===== src/rtl/regfile_wr_arbiter.sv =====
// Register-file write-port arbiter: in-order writeback vs. buffered out-of-order MDU results.
// Optional pending-register scoreboard is built when RF_ARB_SCOREBOARD_EN is defined.
module regfile_wr_arbiter #(
  parameter int unsigned DATA_WIDTH         = 32,
  parameter int unsigned REG_MEM_ADDR_WIDTH = 5,
  parameter int unsigned FIFO_DEPTH         = 2,
  parameter int unsigned STARVE_LIMIT       = 4
) (
  input  logic                          clk,
  input  logic                          rst,
  input  logic                          wb_valid_i,
  input  logic [REG_MEM_ADDR_WIDTH-1:0] wb_addr_i,
  input  logic [DATA_WIDTH-1:0]         wb_data_i,
  input  logic                          mdu_valid_i,
  input  logic [REG_MEM_ADDR_WIDTH-1:0] mdu_addr_i,
  input  logic [DATA_WIDTH-1:0]         mdu_data_i,
  output logic                          mdu_ready_o,
  output logic                          stall_o,
  input  logic                          issue_valid_i,
  input  logic [REG_MEM_ADDR_WIDTH-1:0] issue_addr_i,
  input  logic [REG_MEM_ADDR_WIDTH-1:0] chk_addr1_i,
  input  logic [REG_MEM_ADDR_WIDTH-1:0] chk_addr2_i,
  output logic                          chk_busy1_o,
  output logic                          chk_busy2_o,
  output logic                          rf_wr_en_o,
  output logic [REG_MEM_ADDR_WIDTH-1:0] rf_wr_addr_o,
  output logic [DATA_WIDTH-1:0]         rf_wr_data_o
);

  localparam int unsigned PTR_W    = (FIFO_DEPTH > 1) ? $clog2(FIFO_DEPTH) : 1;
  localparam int unsigned CNT_W    = $clog2(FIFO_DEPTH + 1);
  localparam int unsigned STV_W    = $clog2(STARVE_LIMIT + 1);
  localparam int unsigned NUM_REGS = 1 << REG_MEM_ADDR_WIDTH;

  typedef struct packed {
    logic [REG_MEM_ADDR_WIDTH-1:0] addr;
    logic [DATA_WIDTH-1:0]         data;
  } mdu_entry_t;

  mdu_entry_t       mem_q [FIFO_DEPTH];
  mdu_entry_t       mem_d [FIFO_DEPTH];
  logic [PTR_W-1:0] wr_ptr_q, wr_ptr_d;
  logic [PTR_W-1:0] rd_ptr_q, rd_ptr_d;
  logic [CNT_W-1:0] cnt_q, cnt_d;
  logic [STV_W-1:0] starve_q, starve_d;

  logic       fifo_empty;
  logic       fifo_full;
  logic       starved;
  logic       wb_live;
  logic       grant_head;
  logic       grant_wb;
  logic       mdu_ready;
  logic       push;
  mdu_entry_t head;

  // Arbitration: a starved head beats the pipeline; otherwise the pipeline wins.
  always_comb begin
    fifo_empty = (cnt_q == '0);
    fifo_full  = (cnt_q == CNT_W'(FIFO_DEPTH));
    starved    = (starve_q == STV_W'(STARVE_LIMIT));
    head       = mem_q[rd_ptr_q];
    wb_live    = wb_valid_i && (wb_addr_i != '0);
    grant_head = !rst && !fifo_empty && (starved || !wb_live);
    grant_wb   = !rst && wb_live && !starved;
    mdu_ready  = !rst && !fifo_full;
    push       = mdu_valid_i && mdu_ready && (mdu_addr_i != '0);
  end

  always_comb begin
    rf_wr_en_o   = 1'b0;
    rf_wr_addr_o = '0;
    rf_wr_data_o = '0;
    if (grant_head) begin
      rf_wr_en_o   = 1'b1;
      rf_wr_addr_o = head.addr;
      rf_wr_data_o = head.data;
    end else if (grant_wb) begin
      rf_wr_en_o   = 1'b1;
      rf_wr_addr_o = wb_addr_i;
      rf_wr_data_o = wb_data_i;
    end
  end

  assign mdu_ready_o = mdu_ready;
  assign stall_o     = !rst && starved;

  // FIFO and starvation counter next state; ready ignores a same-cycle pop.
  always_comb begin
    mem_d    = mem_q;
    wr_ptr_d = wr_ptr_q;
    rd_ptr_d = rd_ptr_q;
    starve_d = starve_q;
    if (push) begin
      mem_d[wr_ptr_q].addr = mdu_addr_i;
      mem_d[wr_ptr_q].data = mdu_data_i;
      wr_ptr_d             = wr_ptr_q + PTR_W'(1);
    end
    if (grant_head) begin
      rd_ptr_d = rd_ptr_q + PTR_W'(1);
    end
    cnt_d = cnt_q + CNT_W'(push) - CNT_W'(grant_head);
    if (fifo_empty || grant_head) begin
      starve_d = '0;
    end else if (!starved) begin
      starve_d = starve_q + STV_W'(1);
    end
  end

  always_ff @(posedge clk) begin
    if (rst) begin
      mem_q    <= '{default: '0};
      wr_ptr_q <= '0;
      rd_ptr_q <= '0;
      cnt_q    <= '0;
      starve_q <= '0;
    end else begin
      mem_q    <= mem_d;
      wr_ptr_q <= wr_ptr_d;
      rd_ptr_q <= rd_ptr_d;
      cnt_q    <= cnt_d;
      starve_q <= starve_d;
    end
  end

`ifdef RF_ARB_SCOREBOARD_EN
  logic [NUM_REGS-1:0] pending_q, pending_d;

  // A new issue to the same register outranks the retiring head write.
  always_comb begin
    pending_d = pending_q;
    if (grant_head) begin
      pending_d[head.addr] = 1'b0;
    end
    if (issue_valid_i && (issue_addr_i != '0)) begin
      pending_d[issue_addr_i] = 1'b1;
    end
  end

  always_ff @(posedge clk) begin
    if (rst) begin
      pending_q <= '0;
    end else begin
      pending_q <= pending_d;
    end
  end

  assign chk_busy1_o = !rst && pending_q[chk_addr1_i] && (chk_addr1_i != '0);
  assign chk_busy2_o = !rst && pending_q[chk_addr2_i] && (chk_addr2_i != '0);
`else
  logic unused_sb;

  assign unused_sb   = ^{issue_valid_i, issue_addr_i, chk_addr1_i, chk_addr2_i, NUM_REGS[0]};
  assign chk_busy1_o = 1'b0;
  assign chk_busy2_o = 1'b0;
`endif

endmodule


===== config.mk =====
export PLATFORM = sky130hd
export DESIGN_NAME = regfile_wr_arbiter
export DESIGN_NICKNAME = d
export VERILOG_FILES = /design/src/rtl/regfile_wr_arbiter.sv
export SDC_FILE = /design/constraint.sdc
export NUM_CORES = 1
export LEC_CHECK = 0
export ABC_AREA = 0
export CELL_PAD_IN_SITES_DETAIL_PLACEMENT = 1
export CELL_PAD_IN_SITES_GLOBAL_PLACEMENT = 1
export CORE_MARGIN = 3
export CORE_UTILIZATION = 31
export DETAILED_ROUTE_END_ITERATION = 12
export PLACE_DENSITY = 0.81
export SETUP_SLACK_MARGIN = 0.4
export SYNTH_ARGS = -nofsm -noshare
export SYNTH_HDL_FRONTEND = slang
export SYNTH_SLANG_ARGS = --single-unit

===== constraint.sdc =====
create_clock -name clk -period 2.2 [get_ports clk]
set_input_delay 0.44 -clock clk [delete_from_list [all_inputs] [get_ports clk]]
set_output_delay 0.44 -clock clk [all_outputs]
set_load 0.01 [all_outputs]

# Word-level counts from Yosys, hierarchy flattened
# Index checks and enable logic that the tools add are counted.
# op_classes
eq_ne	2
bitwise	2
n_reduce_logical	21
muxes	15
add_sub_neg	5
n_lt_le_gt_ge	3
# op_table
op	n
bitwise mux 74 bit	2
two-way mux 37 bit	4
two-way mux 32 bit	3
demux 37 bit (select 1 bit)	2
logical AND 1 bit	10
two-way mux 5 bit	2
nonzero test 5 bit	2
logical NOT 1 bit	5
greater-or-equal comparator 2 bit, second input constant	2
inverter 1 -> 2 bit	2
adder 3 x 1 -> 3 bit, second input constant	1
== test 3 bit, second input constant	1
adder 1 bit, second input constant	2
adder 2 x 1 -> 2 bit	1
== test 2 bit, second input constant	1
logical NOT 2 bit	1
logical OR 1 bit	2
less-than comparator 2 x 1 -> 1 bit, second input constant	1
two-way mux 1 bit	2
OR reduction 2 bit	1
subtractor 2 x 1 -> 2 bit	1
# totals
input_bits	94
regBits	81

# Longest topological paths before layout
# Gate-level depths: netlist of the first run.
# logic_depth
depth_word	7
ltp_mapped	12
mapped_depth_nobuf	11

# Least setup slack after synthesis of the first run
# OpenSTA, ideal clock, no wires.
# synth_path
path_kind	in2reg
from	in wb_addr_i[0]
to	reg cnt_q[1]
t_arrival_ps	2105
path_buffers	1
slack_ps	-33
stages	10
path_cell_list	or4_1 o21a_1 buf_6 nor2_1 ha_1 inv_1 ha_1 xnor2_1 xnor2_1 nor2_1
# synth_between
elab_chain_cells	6
# synth_rtl
item	line	source
from (decl)	12	input logic [REG_MEM_ADDR_WIDTH-1:0] wb_addr_i,
nonzero test 5 bit	63	wb_live = wb_valid_i && (wb_addr_i != '0);
logical AND 1 bit	63	
logical NOT 1 bit	64	grant_head = !rst && !fifo_empty && (starved || !wb_live);
logical OR 1 bit	64	
logical AND 1 bit	64	
subtractor 2 x 1 -> 2 bit	102	cnt_d = cnt_q + CNT_W'(push) - CNT_W'(grant_head);
to (signal assigned)	121	cnt_q <= cnt_d;
to (decl)	44	logic [CNT_W-1:0] cnt_q, cnt_d;
# No other way between the ends.
# A chain may end at the register's enable or synchronous reset.

# Final worst setup path of the first run
# layout_path
from	in wb_addr_i[0]
to	out rf_wr_data_o[7]
# layout_between
elab_chain_cells	6
word_cells_on_any_way	9
# layout_rtl
item	line	source
nonzero test 5 bit (*)	63	
logical AND 1 bit (*)	63	
logical AND 1 bit or logical NOT 1 bit (tied branches)	65, 64	
logical AND 1 bit or logical OR 1 bit (tied branches)	65, 64	
two-way mux 32 bit or logical AND 1 bit (tied branches)	78, 64	
two-way mux 32 bit (*)	74	if (grant_head) begin
to (decl)	27	output logic [DATA_WIDTH-1:0] rf_wr_data_o
# Mark *: on every way between the ends. The rest lies on a longest branch, timed or not.

==> results of run 1 <==
metal layers:
layer  wire (microns)  vias up  global-route usage, %
met3             1150       62                   5.40
met1             8460     2507                   30.1
met2            11200      219                   44.8
met5               27        -                      0
li1                 -     2231                      -
met4              882        4                   11.0
kinds of logic (layout without fill, tap and decap cells):
logic type      count (synthesis)  count (layout)  synth area share (%)
flops                          81              81                  37.4
compound gates                195             195                  29.2
fa+ha+maj                       4               4                  1.15
simple gates                  133             133                  15.9
buf+inv                        65             223                  7.04
mux                            38              38                  8.80
other cells                     1               3                0.0865
xor+xnor                        2               2                 0.404
synthesized netlist by cell type, types with 2 or more instances:
cell type / instances / share of area (%)
sky130_fd_sc_hd__buf_1: 2 / 0.17
sky130_fd_sc_hd__nand3_1: 107 / 12
sky130_fd_sc_hd__inv_1: 6 / 0.52
sky130_fd_sc_hd__ha_1: 4 / 1.2
sky130_fd_sc_hd__buf_6: 5 / 1.3
sky130_fd_sc_hd__and3_1: 2 / 0.29
sky130_fd_sc_hd__dfxtp_1: 81 / 37
sky130_fd_sc_hd__nand2_1: 7 / 0.61
sky130_fd_sc_hd__mux2i_1: 37 / 8.5
sky130_fd_sc_hd__nor3_1: 3 / 0.35
sky130_fd_sc_hd__buf_2: 13 / 1.5
sky130_fd_sc_hd__o31ai_2: 37 / 11
sky130_fd_sc_hd__buf_4: 2 / 0.35
sky130_fd_sc_hd__o21ai_1: 6 / 0.69
sky130_fd_sc_hd__a21oi_1: 75 / 8.7
sky130_fd_sc_hd__xnor2_1: 2 / 0.40
sky130_fd_sc_hd__o21ai_0: 73 / 8.4
sky130_fd_sc_hd__nor2_1: 6 / 0.52
sky130_fd_sc_hd__clkbuf_1: 37 / 3.2
tightest hold or removal path: stages (launching register included):
cell and delay [ps]:
sky130_fd_sc_hd__dfxtp_1 310, sky130_fd_sc_hd__o21ai_0 70, sky130_fd_sc_hd__a21oi_1 60
registers in the layout, summed over array words and instances (netlist names):
name,cells
mem_q,74
starve_q,3
cnt_q,2
rd_ptr_q,1
wr_ptr_q,1
per-stage QoR:
step	hold slack, ps	utilization [%]
3_5_place_dp	467	47.8
3_3_place_gp	460	47.8
5_1_grt	527	55.7
6_report	486	55.7
4_1_cts	475	54.1
2_1_floorplan	432	-
area by class of cell:
| type | instances | area [sq um] |
|---|---|---|
| fillers | 1488 | 5950 |
| multi-input cells | 374 | 3130 |
| repair buffers | 201 | 2160 |
| flip-flops and latches | 81 | 1630 |
| clock buffers | 11 | 253 |
| well taps | 176 | 220 |
| clock inverters | 5 | 86.3 |
| inverters | 6 | 22.5 |
| diodes | 1 | 2.50 |
what timing repair did:
action / CTS / global route
cloned: 9 / 2
setup endpoints to repair: 100 / 115
pin swaps: 5 / 7
hold buffers: 0 / 0
buffers inserted: 22 / 6
resized for setup: 230 / 40
worst max path at each step:
stage,from,cells after the start,endpoint
3_3_place_gp,wb_addr_i[0],6,rf_wr_data_o[19]
2_1_floorplan,wb_addr_i[0],10,cnt_q[1]
5_1_grt,wb_addr_i[4],10,rf_wr_data_o[4]
3_5_place_dp,wb_addr_i[0],6,rf_wr_data_o[26]
4_1_cts,wb_addr_i[0],10,rf_wr_data_o[21]
6_report,wb_addr_i[0],10,rf_wr_data_o[7]
power groups by stage:
stage / Sequential (mW) / Clock [mW] / Combinational [mW]
final: 1.63 / 1.73 / 1.55
after global routing: 1.63 / 1.80 / 1.62
after floorplan: 1.62 / 0 / 0.698
after CTS: 1.61 / 1.70 / 1.40
after global placement: 1.63 / 0 / 1.22
after detailed placement: 1.64 / 0 / 1.26
==> run summary, run 1 <==
Setup repair after global routing could not meet its margin everywhere. The worst max-slew margin expressed relative to the limit is roughly 66%. The die outline width came out at about 120 microns. The initial antenna violation count came out at 3. The worst path buffer plus inverter count is 6. Of the total power, combinational logic draws 31.6%. The clock tree skew after final layout came out at approximately 11 ps.

The number of cells in the design after placement came out at 799. The average wire per cell in the routed design is 25.5 microns. The overall routing resource usage is around 26%. For the finished layout, the period the worst path requires is 2620 ps. The post-synthesis register bit count is 81. The worst-case vdd ir drop is about 450 uV. Yosys mapped a number of flops with a built-in enable equal to 0. The cell depth of the worst min-delay path came out at 2. The design area is 0.00750 sq mm. The global-route wire length before repair came out at 31700 microns. The internal power summed over all cells is 3.33 mW.

The final critical path takes up 119% of the cycle. The violation count after the first detailed-routing iteration is 375. In this run the power density over the cells is 654 mW/mm^2. The most common cell after layout, fill and taps aside is sky130_fd_sc_hd__dfxtp_1.

The area of the mapped netlist is 0.00434 sq mm. TritonCTS built the clock tree. In this run the worst path has a maximum fanout of 6. The sort of element at the end of the critical path is a primary output. The endpoint identified for the worst register-to-register timing path is cnt_q[1].

In the routed design, unresolved DRC markers number 0. The number of cell rows came out at 42. The fraction of power consumed by the clock network is 35.2%. In this run the count of I/O pins placed on the die edge is approximately 140. Broken down by cell family, the worst path's largest delay share belongs to buffers and inverters. The total congestion overflow came out at 0.

For this run, the leading register cell type out of synthesis is sky130_fd_sc_hd__dfxtp_1. Once placement finished, the instance area stood at 0.00643 sq mm. The number of global-route vias before repair is 5530. The synthesized netlist contains 33 unique library cells.

The max-slew violation count is 0. The library cells used most frequently in the layout, excluding fill and tap cells, are 77 x sky130_fd_sc_hd__dfxtp_1, 76 x sky130_fd_sc_hd__nand3_1, 75 x sky130_fd_sc_hd__a21oi_1. STA classifies the critical path startpoint as an input port. The number of clock buffers added by TritonCTS is 9. The origin of the worst min-delay path is mem_q[32]. In the post-route analysis, the smallest setup slack over all paths is -419 ps. The critical path goes through buf_6 -> or4_4 -> o21a_4 -> buf_12 -> buf_12 -> buf_16 -> buf_6 -> nand3_4 -> o31ai_4 -> buf_2. The worst-case hold path end point is mem_q[32]. The signed area change from the synthesized netlist to the final layout is 73.0%. For this run, the slowest stage of the critical path takes 540 ps. The count of endpoints failing hold in the final timing report came out at 0. The worst register-to-register path has a depth of 14. For this run, the post-layout net count is 771. The leakage power came out at about 2.6 nW. The largest net degree at the start of global routing is just over 60. The number of warnings reported in the yosys synthesis log came out at 0.

The detailed placer's ending HPWL is 11300 microns. Wires add up to 21800 microns. The total design power is 4.90 mW. The count of buffers added on input and output ports is 117. Derived from the worst setup path, the maximum achievable clock frequency is 0.382 GHz. The height of the chip came out at around 120 microns. The slew at the pin with the worst max-slew slack is 515 ps.

The worst path required time came out at about 1800 ps. The type of the tightest min-delay check is reg -> reg. The fraction of power consumed by sequential logic is about a third. The register area share after synthesis came out at about 37%. The clock-pin slew reported for the worst setup and hold paths after clock tree synthesis is 60 ps. The share of synthesized registers carrying an async set or reset is 0%.

The number of non-filler instances in the completed layout came out at 855. In this run the clock root is driven by a sky130_fd_sc_hd__clkbuf_16. By startpoint and endpoint, the worst setup path is classified as in -> out.

The switching power is 1.58 mW. A synthesized cell averages 8.35 sq um. The count of clock tree sinks came out at 81. The number of nets with antenna violations after routing came out at 0. The maximum count of clock buffers along a single path is 2. The clock latency reported for the late side of the worst-skew pair came out at 340 ps.

The core region is 0.0135 sq mm. Synthesis handed over a netlist of approximately 520 instances. The via count of the routed design came out at 5023. The setup total negative slack is -11640 ps. The effective utilization at floorplan is between 30% and 40%. The flow ran to the end, but the final reports show violations. For this run, the detailed router's first-pass iteration total came to 7. The checks that failed: negative setup slack. The final RePlAce weighted congestion is 0.771.

Using the TritonRoute via totals, the vias-per-cell ratio works out to 5.87. The reg-to-reg setup timing slack came out at -200 ps. Timing analysis after detailed placement gives a worst setup slack of -936 ps. Across the run, the number of max-cap violations was 0.

Data on the critical path arrives at its endpoint at about 2200 ps. The H-tree was split into 3 levels. The worst reg2reg path startpoint is starve_q[0]. The area of the die is 0.0154 sq mm. The slowest stage of the critical path belongs to the cell sky130_fd_sc_hd__or4_4. In the final layout, the share of cells above drive strength 1 is 35.5%. Setup violations remaining at the end of the flow were counted as 41. In this run switching power makes up 32.2% of total power.
Power figures use the tool's default switching activity.
==> inputs of run 2 (changes only) <==
ABC_CLOCK_PERIOD_IN_PS = 2200   (was unset)
PLACE_DENSITY = 0.77   (was 0.81)
SLEW_MARGIN = 20   (was unset)
==> run summary, run 2 (synthesized netlist as in run 1, its figures left out) <==
The clock tree skew after final layout is 5.85 ps (-5.37 ps). The final setup slack of the worst path is -313 ps (+106 ps). The worst path required time is 1760 ps (about the same). The clock latency reported for the late side of the worst-skew pair came out at 350 ps (about the same). The number of inserted filler cells in the final layout is 1491 (+0.20%). The setup path with the least slack is of type in -> out. The global routing met2 resource utilization was 40.4% (-4.4 points). The launching element of the worst setup path is wb_addr_i[2].

The count of endpoints failing hold in the final timing report was 0 (unchanged). The global-route track usage on met1 came to 26.9% (-3.2 points). The DRC violation count after routing is 0 (unchanged). The count of TritonRoute iterations in the first routing pass is 4 (-3). The number of H-tree levels came out at 3 (unchanged). The worst register-to-register path begins at starve_q[1].

TritonCTS built the clock tree. The number of endpoints failing setup at the final stage came out at 40 (-2.4%). The worst slack at placement came out at -913 ps (+23.7 ps). The maximum net fanout on the critical path came to 7 (+1). The maximum count of clock buffers along a single path came out at 2 (unchanged). The area of the die is 0.0154 sq mm (unchanged). The final net count came to 756 (-1.9%). The largest net degree at the start of global routing is 71 (+15%). The worst-case vdd ir drop was 398 uV (-12%). The maximum frequency from static timing analysis came out at 0.398 GHz (+4.2%).

The launching element type of the critical path is an input port. The total design power came to 4.83 mW (-1.5%). The overall routing resource usage came to 22.4% (-3.2 points).

The worst max-slew margin expressed relative to the limit came out at 59.7% (-6.0 points). Setup repair after global routing could not meet its margin everywhere. The number of max-cap violations was 0 (unchanged).

The floorplan core area is 0.0135 sq mm (unchanged). In this run the most critical hold path is launched from mem_q[13]. The slew at the pin with the worst max-slew slack came out at 602 ps (+87.6 ps). mem_q holds more flip-flops than any other register. Clock tree synthesis selected as its root buffer the cell sky130_fd_sc_hd__clkbuf_16.

The height of the chip is 124 microns (unchanged). The switching part of the total power came out at 30.9% (-1.3 points). The flip-flop count of the largest register, all copies and words added is 74 (unchanged).

The number of global-route vias before repair is 5129 (-7.3%). The max-slew violation count came out at 0 (unchanged). The initial antenna violation count came to 1 (-2).

The final reports fail on negative setup slack. The signed area change from the synthesized netlist to the final layout came out at 67.4%. The arrival time at the worst endpoint is 2070 ps (-110 ps). STA classifies the critical path endpoint as a primary output. The total power divided by cell area is 665 mW/mm^2 (+1.8%). The CTS buffer count came to 9 (unchanged). The combinational group share of total power came to 30.1% (-1.5 points). The clock-pin slew reported for the worst setup and hold paths after clock tree synthesis was 60 ps (about the same). The count of clock tree sinks came out at 81 (unchanged). The total congestion overflow is 0 (unchanged). The die outline width was 124 microns (unchanged). The largest registers in the layout are mem_q x74, starve_q x3, cnt_q x2.

In the layout the commonest cells are 77 x sky130_fd_sc_hd__nand3_1, 77 x sky130_fd_sc_hd__dfxtp_1, 74 x sky130_fd_sc_hd__a21oi_1. The global-route wire length before repair came out at 28200 microns (-11%). The minimum clock period is 2510 ps (-106 ps).

The fraction of power consumed by sequential logic came to 33.6% (+0.4 points). The internal power summed over all cells came out at 3.34 mW (+0.42%). The fraction of met3 tracks used by global routing is 3.86% (-1.5 points). The final worst hold slack came to 478 ps (-8.60 ps). The average vias per placed instance is 5.62 (-4.4%).

The run finished, with violations left. The number of cell rows was 42 (unchanged). The effective utilization at floorplan was 32.2% (unchanged). The switching power is 1.49 mW (-5.4%). The overall routed net length came to 18500 microns (-15%). The via count of the routed design came out at 4713 (-6.2%). The diode insertion count for antenna repair is 0 (-1). The port buffer count came out at 117 (unchanged). The average wire per cell in the routed design is 22.0 microns (-13%). The final RePlAce weighted congestion came out at 0.792 (+2.7%). The detailed placer's ending HPWL came out at 11200 microns (-0.64%). The setup total negative slack came out at -9120 ps (+2520 ps). The min-delay analysis places its worst path in the category reg -> reg.

The portion of the clock cycle consumed by the worst path in the final layout is 114% (-4.8 points). The fraction of layout instances using a drive strength above 1 came out at 34.8% (-0.70 points). The leakage power came to 2.48 nW (-4.6%). The violation count after the first detailed-routing iteration is 239 (-36%).

The fraction of power consumed by the clock network came out at 36.4% (+1.2 points). The number of top-level pins came out at 136 (unchanged). The number of nets with antenna violations after routing was 0 (unchanged). After global routing, the most crowded layer is met2.
[run 2: cell count changes in the layout (fill, tap and decap cells not counted), sizes merged]
cell	change
buf	-14
bufbuf	-2
bufinv	+1
clkbuf	-1
clkdlybuf4s50	+1
clkinvlp	+2
diode	-1
dlygate4sd2	-1
inv	-1
[run 2: cell type report]
cell class / instances / area [sq um] / share of cell area [%]
multi-input cells: 374 / 3100 / 42.7
inverters: 6 / 22.5 / 0.310
well taps: 176 / 220 / 3.03
clock buffers: 9 / 225 / 3.10
flip-flops and latches: 81 / 1630 / 22.4
clock inverters: 7 / 119 / 1.64
repair buffers: 186 / 1940 / 26.8
[run 2: power groups by stage]
stage	combinational (mW)	sequential (mW)	clock [mW]
final	1.45	1.62	1.76
after global routing	1.53	1.63	1.83
after detailed placement	1.28	1.65	0
after floorplan	0.698	1.62	0
after CTS	1.37	1.62	1.76
after global placement	1.24	1.64	0
[run 2: worst max-delay path, stage by stage]
cell and delay [ps]:
sky130_fd_sc_hd__buf_6 90, sky130_fd_sc_hd__or4_4 550, sky130_fd_sc_hd__o21a_4 270, sky130_fd_sc_hd__buf_12 140
sky130_fd_sc_hd__buf_16 140, sky130_fd_sc_hd__buf_12 120, sky130_fd_sc_hd__o31ai_4 140, sky130_fd_sc_hd__buf_2 160
[run 2: final timing paths]
kind | end | slack (ps) | cells after the start
max | rf_wr_data_o[27] | -310 | 8
min | mem_q[13] | 480 | 2
max reg2reg | cnt_q[1] | -140 | 14
min reg2reg | mem_q[13] | 480 | 2
[run 2: routing by layer]
layer	part of all wire [%]	routed length, microns
met5	0.038	7
met2	53	9710
met1	41	7610
met3	5.0	915
met4	1.3	239
[run 2: through the flow]
| stage | cells | util [%] | area, sq um |
|---|---|---|---|
| 6_report | 839 | 54.0 | 7260 |
| 5_1_grt | 839 | 54.0 | 7260 |
| 4_1_cts | 833 | 52.2 | 7030 |
| 3_5_place_dp | 799 | 48.1 | 6470 |
| 3_3_place_gp | 799 | 48.1 | 6470 |
| 2_1_floorplan | 520 | - | 4790 |
[run 2: what timing repair did]
action	CTS	global route
buffers inserted	13	3
gates cloned	5	3
hold buffers	0	0
endpoints found under the setup margin	50	69
pin swaps	10	8
resized for setup	209	43
==> inputs of run 3 (changes only) <==
CAP_MARGIN = 20   (was unset)
==> results of run 3 <==
Same layout as run 2: the final DEF is identical, and so are final timing and power.
